File: config.mk
export PLATFORM = sky130hd
export DESIGN_NAME = load_store_unit
export DESIGN_NICKNAME = d
export VERILOG_FILES = /design/src/rtl/load_store_unit.sv
export SDC_FILE = /design/constraint.sdc
export NUM_CORES = 1
export LEC_CHECK = 0
export CAP_MARGIN = 20
export CORE_ASPECT_RATIO = 1.75
export CORE_MARGIN = 1
export CORE_UTILIZATION = 44
export CTS_CLUSTER_DIAMETER = 100
export DETAILED_ROUTE_END_ITERATION = 7
export PLACE_DENSITY_LB_ADDON = 0.08
export SLEW_MARGIN = 20
export SYNTH_ARGS = -nofsm -noshare
export SYNTH_HDL_FRONTEND = slang
export SYNTH_SLANG_ARGS = --single-unit
File: constraint.sdc
create_clock -name clk -period 1.9 [get_ports clk]
set_input_delay 0.38 -clock clk [delete_from_list [all_inputs] [get_ports clk]]
set_output_delay 0.38 -clock clk [all_outputs]
set_load 0.05 [all_outputs]
File: src/rtl/load_store_unit.sv
// load_store_unit: MEM-stage bus initiator. Takes one load/store from the pipeline
// and issues it as a valid/ready transaction to a variable-latency data memory.
// It formats store byte lanes, extends load data and stalls the pipeline until
// the access completes.
// Optional feature: define LSU_MISALIGN_TRAP_EN to reject misaligned half/word
// accesses (pulse misalign, no bus request). When it is undefined, the low address
// bits are dropped per access size.
module load_store_unit (
    input  logic        clk,
    input  logic        reset,
    input  logic        Ctl_MemRead_in,
    input  logic        Ctl_MemWrite_in,
    input  logic [2:0]  funct3_in,
    input  logic [31:0] ALUresult_in,
    input  logic [31:0] Write_Data,
    output logic        stall,
    output logic [31:0] Read_Data,
    output logic        rdata_valid,
    output logic        misalign,
    output logic        mem_req,
    output logic        mem_we,
    output logic [31:0] mem_addr,
    output logic [3:0]  mem_be,
    output logic [31:0] mem_wdata,
    input  logic        mem_gnt,
    input  logic        mem_rvalid,
    input  logic [31:0] mem_rdata
);

    typedef enum logic [1:0] {StIdle, StReq, StWait, StDone} state_t;

    state_t      state_q;
    logic [2:0]  funct3_q;
    logic [1:0]  offset_q;

    logic        op;
    logic        misaligned;
    logic [3:0]  be_fmt;
    logic [31:0] wdata_fmt;
    logic [31:0] rdata_shifted;
    logic [7:0]  byte_sel;
    logic [15:0] half_sel;
    logic [31:0] load_ext;

    assign op    = Ctl_MemRead_in | Ctl_MemWrite_in;
    // DONE releases the pipeline for exactly one cycle so the op is not re-issued
    assign stall = op & (state_q != StDone);

`ifdef LSU_MISALIGN_TRAP_EN
    // funct3[1:0]: 00 byte, 01 half, 10/11 word
    assign misaligned = ((funct3_in[1:0] == 2'b01) & ALUresult_in[0]) |
                        (funct3_in[1] & (ALUresult_in[1:0] != 2'b00));
`else
    assign misaligned = 1'b0;
`endif

    // Byte-lane enables and lane-replicated store data from the request
    always_comb begin
        be_fmt    = 4'b1111;
        wdata_fmt = Write_Data;
        case (funct3_in[1:0])
            2'b00: begin
                be_fmt    = 4'b0001 << ALUresult_in[1:0];
                wdata_fmt = {4{Write_Data[7:0]}};
            end
            2'b01: begin
                be_fmt    = 4'b0011 << {ALUresult_in[1], 1'b0};
                wdata_fmt = {2{Write_Data[15:0]}};
            end
            default: begin
                be_fmt    = 4'b1111;
                wdata_fmt = Write_Data;
            end
        endcase
    end

    // Select and extend the loaded byte/half using the latched offset and size
    always_comb begin
        rdata_shifted = mem_rdata >> {offset_q, 3'b000};
        byte_sel      = rdata_shifted[7:0];
        half_sel      = offset_q[1] ? mem_rdata[31:16] : mem_rdata[15:0];
        case (funct3_q)
            3'b000:  load_ext = {{24{byte_sel[7]}}, byte_sel};
            3'b001:  load_ext = {{16{half_sel[15]}}, half_sel};
            3'b100:  load_ext = {24'h000000, byte_sel};
            3'b101:  load_ext = {16'h0000, half_sel};
            default: load_ext = mem_rdata;
        endcase
    end

    // Access FSM with registered bus and result outputs
    always_ff @(posedge clk or negedge reset) begin
        if (!reset) begin
            state_q     <= StIdle;
            funct3_q    <= 3'b000;
            offset_q    <= 2'b00;
            mem_req     <= 1'b0;
            mem_we      <= 1'b0;
            mem_addr    <= 32'h0;
            mem_be      <= 4'h0;
            mem_wdata   <= 32'h0;
            Read_Data   <= 32'h0;
            rdata_valid <= 1'b0;
            misalign    <= 1'b0;
        end else begin
            rdata_valid <= 1'b0;
            misalign    <= 1'b0;
            case (state_q)
                StIdle: begin
                    if (op) begin
                        if (misaligned) begin
                            misalign <= 1'b1;
                            state_q  <= StDone;
                        end else begin
                            funct3_q  <= funct3_in;
                            offset_q  <= ALUresult_in[1:0];
                            // store wins when both requests are raised
                            mem_we    <= Ctl_MemWrite_in;
                            mem_addr  <= {ALUresult_in[31:2], 2'b00};
                            mem_be    <= be_fmt;
                            mem_wdata <= wdata_fmt;
                            mem_req   <= 1'b1;
                            state_q   <= StReq;
                        end
                    end
                end
                StReq: begin
                    if (mem_gnt) begin
                        mem_req <= 1'b0;
                        state_q <= mem_we ? StDone : StWait;
                    end
                end
                StWait: begin
                    if (mem_rvalid) begin
                        Read_Data   <= load_ext;
                        rdata_valid <= 1'b1;
                        state_q     <= StDone;
                    end
                end
                default: begin
                    state_q <= StIdle;
                end
            endcase
        end
    end

endmodule

==> impl_metrics.ini <==
[worst_setup_path]
cp_data_arrival_time_ns = 1.48
start_kind = register
crit_buf_inv = 1
slowest_delay_ns = 0.80
cp_top_family = buffers and inverters
crit_required_ns = 1.52
worst-path-max-fanout = 2
worstPathCellList = clkdlybuf4s50_1
criticalPathCategory = reg2out
crit_path_end_kind = primary output
slowest_stage = clkdlybuf4s50_1

[sta]
setup_viol = 0
slew_violations = 0
min_period_ns = 1.863
max_freq_mhz = 536.7
period_share_pct = 98.07
finClkSkew_ns = 0.008373
setup_slack_ns = 0.03664
maxSlewHeadroom_pct = 53.79
fin_tns_setup_ns = 0
worstMarginPinSlew_ns = 0.6931
hold_violations = 0
rsz0062_at_grt = no

[drt]
num_vias = 4480
finalWirelength_um = 14810
wl_per_cell_um = 17.65
drc = 12
drt-pass1-iter-count = 7
ant_nets = 0
drt_iter0_markers = 138
viasPerCell = 5.340

[power_and_ir_drop]
p_int_mw = 7.715
pwr-share-comb_pct = 62.0
power.switching_mw = 7.852
p_leak_nw = 3.757
ir_drop_v = 0.001124
seqPwrFrac_pct = 26.6
power_frac_clock_pct = 11.4
swShare_pct = 50.44
p_per_area_nw_per_um2 = 1987

[synth]
ys_ff_latch = 108
syn-cell-area_um2 = 5273
synth_seq_area_share_pct = 51.26
synth_cell_types = 32
synth_area_leader_cell = dfrtp_1
synth-edff-count = 0
synth_warnings = 0
synth_top_area_share_pct = 51.26
synth_ff_type = dfrtp_1
avgSynthCellArea_um2 = 10.72
synthTopCellsByArea = dfrtp_1, mux2_2, mux2i_1, nand2_1, o21ai_0
postSynthCellCount = 492
async_flop_share_pct = 100.0

[cts]
clockBufferDepth = 2
cts.sinks = 108
clk_latency_ns = 0.34
cts_tree = done
htree_levels = 3
cts_buffers = 9
ctsRootBufferMaster = clkbuf_16
clk_pin_slew_worst_paths_ns = 0.08

[finish]
layout-drive-gt1-share_pct = 22.05
fillCellCount = 964
area.growth.synth_to_final_pct = 48.58
nets = 808

[floorplanning]
die_w_um = 84.75
core_um2 = 11650
die_h_um = 146.8
start_util_pct = 45.27
row_count = 52
io_pins = 210
die_area_um2 = 12440

[grt]
grt_pass1_vias = 4610
grt_first_pass_wirelength_um = 23190
grt_max_degree = 53
overflow = 0
antenna_found_initial = 1
track_usage_pct = 23.90

[place]
hpwl_um = 11150
portBuffers = 206
dp_slack_ns = -0.05538
gp_congestion = 0.8875

[run_status]
outcome = complete, but fails checks
violations = DRC

[worst_hold_path]
hold_class = in2async

[job]
maxCapViolCount = 0
power groups by stage:
stage	Sequential, mW	Clock, mW	Combinational [mW]
CTS	4.16	1.84	9.74
global route	4.28	1.92	10.1
floorplan	7.88	0	2.97
global placement	4.14	0	9.75
finish	4.14	1.77	9.65
detailed placement	4.19	0	9.88
cells in the mapped netlist, types with 2 or more instances:
cell type  count
dfrtp_1      108
nand2_1       64
mux2_2        52
o21ai_0       39
a21oi_1       38
nor2_1        36
mux2i_1       33
buf_2         18
nand3b_1      16
a211oi_2      10
clkbuf_1       9
a21o_1         8
a31oi_1        8
a211oi_1       7
a2bb2oi_1      7
inv_1          7
nand2b_1       5
buf_1          4
buf_4          4
ha_1           4
buf_6          2
nand3_1        2
or2_2          2
layout make-up:
class	count	area [um2]	share of cell area (%)
Timing Repair Buffer	231	2290	29.23
Antenna cell	1	2.502	0.03194
Inverter	7	26.28	0.3354
Multi-Input combinational cell	342	2371	30.27
Tap cell	135	168.9	2.156
Clock inverter	6	47.55	0.6069
Clock buffer	9	225.2	2.875
Sequential cell	108	2703	34.50
per-layer routing:
metal | wire length [um] | up-vias | global-route usage [%]
met5 | 0 | - | 0
met4 | 634 | 0 | 12.12
met3 | 920 | 28 | 5.506
met2 | 7869 | 168 | 43.21
met1 | 5388 | 2147 | 25.72
li1 | - | 2137 | -
metrics by stage:
stage	std cells	hold WS [ns]	utilization, %	total power [mW]	cell area (um2)
floorplan	494	0.08441	-	10.85	5280
global placement	823	0.3900	64.34	13.89	7493
finish	839	0.009262	67.26	15.57	7834
detailed placement	823	0.4031	64.34	14.08	7493
CTS	838	0.02369	66.47	15.74	7741
global route	839	0.04577	67.26	16.34	7834
final timing paths:
| kind | startpoint | endpoint | slack (ns) | cells after the start |
|---|---|---|---|---|
| worst max-delay path | mem_addr[22] | mem_addr[22] | 0.04 | 1 |
| worst min-delay path | reset | Read_Data[19] | 0.009 | 1 |
| worst max register to register | state_q[0] | Read_Data[20] | 0.18 | 7 |
| worst min register to register | mem_wdata[15] | mem_wdata[15] | 0.48 | 2 |
| max in group asynchronous | reset | mem_wdata[25] | 1.28 | 2 |
| min in group clk | mem_wdata[15] | mem_wdata[15] | 0.48 | 2 |
layout by cell type, fill, tap and decap left out, types with 9 or more instances in the layout:
cell,netlist,final
dlymetal6s2s_1,0,36
nand2_1,64,64
clkdlybuf4s50_1,0,105
a21oi_1,38,38
dlygate4sd2_1,0,20
nand3b_1,16,16
nor2_1,36,36
dfrtp_1,108,108
o21ai_0,39,38
a211oi_2,10,10
mux2_2,52,52
clkbuf_16,0,9
mux2i_1,33,33
buf_4,4,63
state kept, by name, indices dropped and copies added, names as in the netlist:
register and flops:
mem_addr 30, mem_be 4, state_q 2, mem_req 1, Read_Data 32, funct3_q 3
mem_we 1, mem_wdata 32, offset_q 2, rdata_valid 1
kinds of logic (layout without fill, tap and decap cells):
family / after synthesis / after routing / synth area share [%]
simple gates: 128 / 128 / 11.03
compound gates: 122 / 122 / 15.19
flops: 108 / 108 / 51.26
mux: 85 / 85 / 17.37
buf+inv: 44 / 253 / 4.129
fa+ha+maj: 4 / 4 / 0.9493
other cells: 1 / 4 / 0.07112
what timing repair did:
item                       in CTS  in global routing
setup endpoints to repair      20                 36
gates cloned                    0                  0
buffers inserted                0                  0
hold buffers                    0                  0
gates resized for setup        20                 36
No activity file was read; power rests on OpenSTA's default activity.
